<file path="src/rtl/irq_edge_arbiter_if.sv">
// Interrupt arbiter bus: request/mask inputs, CPU ack/EOI handshake, and
// the presented interrupt plus status back toward the CPU.
interface irq_edge_arbiter_if #(
    parameter int N_SRC = 4,
    parameter int ID_W  = 2
);
    logic [N_SRC-1:0] req;
    logic [N_SRC-1:0] mask;
    logic             irq_ack;
    logic             irq_eoi;
    logic             irq;
    logic [ID_W-1:0]  irq_id;
    logic [N_SRC-1:0] pending;
    logic             in_service;

    // Request side / CPU side: drives requests, masks and the handshake.
    modport master (
        output req, mask, irq_ack, irq_eoi,
        input  irq, irq_id, pending, in_service
    );

    // Arbiter side.
    modport slave (
        input  req, mask, irq_ack, irq_eoi,
        output irq, irq_id, pending, in_service
    );
endinterface

</file>
<file path="src/rtl/irq_edge_arbiter.sv">
// Edge-capturing fixed-priority interrupt arbiter. Each rising edge on a
// request line latches a pending bit; the lowest-index unmasked pending
// source is presented to the CPU and walked through ack and EOI, so only
// one interrupt is ever in flight.
//
// state | meaning
// ------+-------------------------------------------------------------
// IDLE  | nothing presented; grant lowest eligible pending source
// REQ   | irq high, irq_id frozen until the CPU acks
// SVC   | handler running (in_service high), waiting for EOI
module irq_edge_arbiter #(
    parameter int N_SRC = 4,
    parameter int ID_W  = 2
) (
    input  logic                clk,
    input  logic                rst,
    irq_edge_arbiter_if.slave   bus
);

    if (ID_W != $clog2(N_SRC)) begin : g_bad_id_w
        $error("irq_edge_arbiter: ID_W must equal clog2(N_SRC)");
    end
    if (N_SRC < 2 || N_SRC > 16) begin : g_bad_n_src
        $error("irq_edge_arbiter: N_SRC must be in 2..16");
    end

    typedef enum logic [1:0] {
        IDLE = 2'd0,
        REQ  = 2'd1,
        SVC  = 2'd2
    } state_t;

    state_t           state_q, state_d;
    logic [N_SRC-1:0] prev_req_q;
    logic [N_SRC-1:0] pending_q, pending_d;
    logic             irq_q, irq_d;
    logic [ID_W-1:0]  irq_id_q, irq_id_d;
    logic             in_service_q, in_service_d;

    logic [N_SRC-1:0] edge_w;
    logic [N_SRC-1:0] eligible_w;
    logic [N_SRC-1:0] clr_w;
    logic [ID_W-1:0]  winner_w;

    assign edge_w     = bus.req & ~prev_req_q;
    assign eligible_w = pending_q & bus.mask;

    // Fixed priority: scan from the top so the lowest set index wins.
    always_comb begin
        winner_w = '0;
        for (int i = N_SRC - 1; i >= 0; i--) begin
            if (eligible_w[i]) begin
                winner_w = ID_W'(i);
            end
        end
    end

    // Next-state and registered-output logic for the ack/EOI sequence.
    always_comb begin
        state_d      = state_q;
        irq_d        = irq_q;
        irq_id_d     = irq_id_q;
        in_service_d = in_service_q;
        clr_w        = '0;
        unique case (state_q)
            IDLE: begin
                irq_d        = 1'b0;
                in_service_d = 1'b0;
                if (eligible_w != '0) begin
                    irq_id_d = winner_w;
                    irq_d    = 1'b1;
                    state_d  = REQ;
                end
            end
            REQ: begin
                // No re-arbitration here: the CPU may already be reading irq_id.
                irq_d = 1'b1;
                if (bus.irq_ack) begin
                    clr_w[irq_id_q] = 1'b1;
                    irq_d           = 1'b0;
                    in_service_d    = 1'b1;
                    state_d         = SVC;
                end
            end
            SVC: begin
                irq_d        = 1'b0;
                in_service_d = 1'b1;
                if (bus.irq_eoi) begin
                    in_service_d = 1'b0;
                    state_d      = IDLE;
                end
            end
            default: begin
                irq_d        = 1'b0;
                in_service_d = 1'b0;
                state_d      = IDLE;
            end
        endcase
    end

    // A new edge wins over the ack clear so a re-trigger is never lost.
    always_comb begin
        pending_d = (pending_q & ~clr_w) | edge_w;
    end

    // State, edge history, pending set and outputs; async reset drops everything.
    always_ff @(posedge clk or posedge rst) begin
        if (rst) begin
            state_q      <= IDLE;
            prev_req_q   <= '0;
            pending_q    <= '0;
            irq_q        <= 1'b0;
            irq_id_q     <= '0;
            in_service_q <= 1'b0;
        end else begin
            state_q      <= state_d;
            prev_req_q   <= bus.req;
            pending_q    <= pending_d;
            irq_q        <= irq_d;
            irq_id_q     <= irq_id_d;
            in_service_q <= in_service_d;
        end
    end

    assign bus.irq        = irq_q;
    assign bus.irq_id     = irq_id_q;
    assign bus.pending    = pending_q;
    assign bus.in_service = in_service_q;

endmodule

</file>
<file path="src/flat_wrapper.sv">
// flat-port wrapper written by rule: the top's interface ports become plain ports
module irq_edge_arbiter_flat 
#(
    parameter int N_SRC = 4,
    parameter int ID_W  = 2
)
  (clk, rst, bus_req, bus_mask, bus_irq_ack, bus_irq_eoi, bus_irq, bus_irq_id, bus_pending, bus_in_service);
  irq_edge_arbiter_if #(.N_SRC(N_SRC), .ID_W(ID_W)) bus_i ();
  input  logic clk;
  input  logic rst;
  input wire logic [$bits(bus_i.req)-1:0] bus_req;
  input wire logic [$bits(bus_i.mask)-1:0] bus_mask;
  input wire logic [$bits(bus_i.irq_ack)-1:0] bus_irq_ack;
  input wire logic [$bits(bus_i.irq_eoi)-1:0] bus_irq_eoi;
  output wire logic [$bits(bus_i.irq)-1:0] bus_irq;
  output wire logic [$bits(bus_i.irq_id)-1:0] bus_irq_id;
  output wire logic [$bits(bus_i.pending)-1:0] bus_pending;
  output wire logic [$bits(bus_i.in_service)-1:0] bus_in_service;
  assign bus_i.req = bus_req;
  assign bus_i.mask = bus_mask;
  assign bus_i.irq_ack = bus_irq_ack;
  assign bus_i.irq_eoi = bus_irq_eoi;
  assign bus_irq = bus_i.irq;
  assign bus_irq_id = bus_i.irq_id;
  assign bus_pending = bus_i.pending;
  assign bus_in_service = bus_i.in_service;
  irq_edge_arbiter #(.N_SRC(N_SRC), .ID_W(ID_W)) u_core (.clk(clk), .rst(rst), .bus(bus_i));
endmodule
</file>
<file path="config.mk">
export PLATFORM = sky130hd
export DESIGN_NAME = irq_edge_arbiter_flat
export DESIGN_NICKNAME = d
export VERILOG_FILES = /design/src/rtl/irq_edge_arbiter_if.sv /design/src/rtl/irq_edge_arbiter.sv /design/src/flat_wrapper.sv
export SDC_FILE = /design/constraint.sdc
export NUM_CORES = 1
export LEC_CHECK = 0
export CAP_MARGIN = 20
export CORE_UTILIZATION = 35
export DETAILED_ROUTE_END_ITERATION = 8
export GPL_ROUTABILITY_DRIVEN = 0
export PLACE_DENSITY = 0.73
export SYNTH_ARGS = -nofsm -noshare
export SYNTH_HDL_FRONTEND = slang
export SYNTH_SLANG_ARGS = --single-unit
</file>
<file path="constraint.sdc">
create_clock -name clk -period 2.75 [get_ports clk]
set_clock_uncertainty 0.15 [all_clocks]
set_input_delay 0.55 -clock clk [delete_from_list [all_inputs] [get_ports clk]]
set_output_delay 0.55 -clock clk [all_outputs]
set_load 0.005 [all_outputs]
</file>
==> results.toml, run 1 <==
[cells_and_area]
proportion_of_layout_cells_with_a_drive_suffix_above_1_pct = 10.0
flow.area_growth_from_synthesis_pct = 38.4
final-instance-count-excl-fill = 105
filler_cell_count = 165
fin_nets = 97
layout.cell_area.non_filler_um2 = 880
insertedDiodeCount = 0

[logic_synthesis]
post-synth-top-count-cell = "sky130_fd_sc_hd__dfrtp_1"
yosys.area.top_type_share_pct = 55.1
synthArstFlopShare_pct = 100
synth_enable_flop_cells = 0
mappedNetlistArea_um2 = 636
synth_largest_area_cell = "sky130_fd_sc_hd__dfrtp_1"
dominantRegCellSynth = "sky130_fd_sc_hd__dfrtp_1"
synthDistinctLibCells = 22
syn-instance-count = 58
synth.area.top_cells = "sky130_fd_sc_hd__dfrtp_1 55%, sky130_fd_sc_hd__ha_1 5.9%, sky130_fd_sc_hd__inv_1 5.3%"
yosysSeqAreaShare_pct = 55.1
yosys_synthesis_warning_count = 0
post_synth_most_frequent_cells = "14 x sky130_fd_sc_hd__dfrtp_1, 9 x sky130_fd_sc_hd__inv_1, 6 x sky130_fd_sc_hd__o21ai_1"
postSynthNetCount = 73
synth.avg_cell_area_um2 = 11.0
postSynthRegisterBits = 14

[global_routing]
grt_busiest_layer = "met2"
grt_start_max_net_pins = 15
gr-usage-met1_pct = 16.7
first_pass_grt_wire_length_um = 1990
grt_use_met3_pct = 4.08
met2_usage_pct = 22.6
antenna_violations_before_repair = 0
global_route.overflow_total = 0
track_usage_pct = 14.1
via_count_of_the_first_global_routing_pass = 499

[placed_design]
place.detailed.instances = 102
place_worst_setup_slack_ns = 0.799
placement.cell_area_um2 = 857
place_hpwl_um = 928
port_buffers = 19

[routing]
route.detailed.vias_per_inst = 4.80
routed_wire_length_per_instance_um = 10.6
remaining_drc_errors = 0
drt_iter0_markers = 1
route.final.wire_length_um = 1110
dr.pass1.iters = 3
route.vias.total = 504
route.antenna.remaining_nets = 0

[critical_path]
worst_path_max_delay_cell = "sky130_fd_sc_hd__clkdlybuf4s50_1"
worst-setup-path-type = "reg -> out"
path_cells = "clkdlybuf4s50_1"
family_of_cells_with_the_greatest_summed_delay_on_the_critical_path = "buffers and inverters"
crit_path_start_kind = "flip-flop"
timing.critical_path.fanout_max = 5
buffers_inverters_on_critical_path = 1
worst_path_largest_cell_delay_ns = 0.52
worstPathRequired_ns = 2.05
worstPathArrival_ns = 1.20
crit_path_end_kind = "primary output"

[timing]
setup-tns-final_ns = 0
final_min_period_over_clock_period_pct = 69.1
unrepaired_setup_endpoints_after_global_routing = "no"
worst_relative_slew_slack_pct = 66.8
maxClockFrequency_mhz = 527
tightestPinTransition_ns = 0.497
report.final.setup_viol = 0
fin_crit_ns = 1.90
finalMaxSlewViolations = 0
timing.final.ws_setup_ns = 0.851
hold_viol_final = 0

[worst_hold_path]
min-delay-path-class = "reg -> reg"

[cts]
clock_tree_from_tritoncts = "done"
htree_num_levels = 1
postCtsResizedCells = 0
cts.sink_count = 14
clock_tree.buffer_depth = 2
cts_setup_buffers = 0
clkLatencyLatePin_ns = 0.26
post_cts_hold_buffer_count = 0
cts_inserted_buffers = 3
clk_pin_slew_ns = 0.07
clockRootBuffer = "sky130_fd_sc_hd__clkbuf_4"

[run]
max_cap_violations = 0

[floorplanning]
placeableCoreArea_um2 = 1710
total_i_o_pin_count = 20
rows = 15
die_height_um = 44.6
die_footprint_um2 = 1990
initial_core_util_pct = 37.2
die-width_um = 44.6

[power]
pwr_density_cell_nw_per_um2 = 893
ir_worst_vdd_uv = 458
p_leak_nw = 0.390

[status]
run_status = "completed"
## per-layer routing
metal	vias up	part of all wire, %
li1	243	-
met1	242	42
met2	15	49
met3	4	6.4
met4	0	1.7
met5	-	0
## state kept, by name (all words and copies together), names as in the netlist
signal                 flops
u_core.bus.in_service      1
u_core.bus.irq             1
u_core.bus.irq_id          2
u_core.bus.pending         4
u_core.prev_req_q          4
u_core.state_q             2
## cells in the final DEF, fill, tap and decap left out, drive strengths merged
cell type      instances
a211oi                 1
a21o                   1
a21oi                  4
a22o                   2
a2bb2oi                1
a32oi                  1
clkbuf                 3
clkdlybuf4s50         19
clkinv                 1
dfrtp                 14
ha                     3
inv                    9
mux2i                  1
nand2                  3
nand2b                 1
nand3                  1
nand3b                 1
nor2                   3
o21ai                 10
o22a                   1
## stage by stage
| step | hold WS, ns | total power, mW | util (%) |
|---|---|---|---|
| 6_report | 0.267 | 0.786 | 51.5 |
| 5_1_grt | 0.281 | 0.852 | 51.5 |
| 4_1_cts | 0.272 | 0.797 | 51.5 |
| 3_5_place_dp | 0.260 | 0.684 | 50.2 |
| 3_3_place_gp | 0.245 | 0.676 | 50.2 |
| 2_1_floorplan | 0.242 | 0.533 | - |
## layout make-up
type	count	area [um2]	area share, %
Inverter	10	37.5	4.27
Clock buffer	3	22.5	2.56
Timing Repair Buffer	19	190	21.6
Tap cell	25	31.3	3.56
Sequential cell	14	350	39.8
Multi-Input combinational cell	34	248	28.2
## where the power goes
group / switching, mW / leakage, nW / internal (mW) / total [mW]
clock: 0.0574 / 0.0138 / 0.0506 / 0.108
sequential: 0.0549 / 0.159 / 0.270 / 0.325
combinational: 0.153 / 0.218 / 0.200 / 0.353
total: 0.265 / 0.390 / 0.521 / 0.786
## cell families after synthesis
family	count (synthesis)	share of synthesized area, %
AOI/OAI and AO/OA	21	24.6
DFF	14	55.1
buffers and inverters	10	5.90
and+or+nand+nor	9	6.89
adders and majority gates	3	5.91
muxes	1	1.57
## path summary, 6_finish.rpt
check | slack (ns) | start | endpoint | depth (start not counted)
max | 0.85 | u_core.bus.irq_id[1] | bus_irq_id[1] | 1
min in group asynchronous | 0.45 | rst | u_core.bus.pending[1] | 2
max reg2reg | 1.26 | u_core.state_q[1] | u_core.state_q[0] | 6
max in group asynchronous | 1.67 | rst | u_core.bus.irq | 2
min | 0.27 | u_core.prev_req_q[0] | u_core.bus.pending[0] | 1
min reg2reg | 0.27 | u_core.prev_req_q[0] | u_core.bus.pending[0] | 1
(Power assumes the default switching activity.)
==> run 2, diff against run 1 <==
- clock period: 2.75 -> 2 ns (I/O delays scaled with it)
==> results of run 2 <==
Same layout as run 1 (identical final DEF). Status: completed.
Among the figures that moved: setup slack after placement 0.799 ns -> 0.199 ns; setup slack after layout 0.851 ns -> 0.251 ns; register-to-register setup slack 1.26 ns -> 0.51 ns; total power 0.786 mW -> 1.08 mW; worst IR drop on VDD 458 uV -> 630 uV
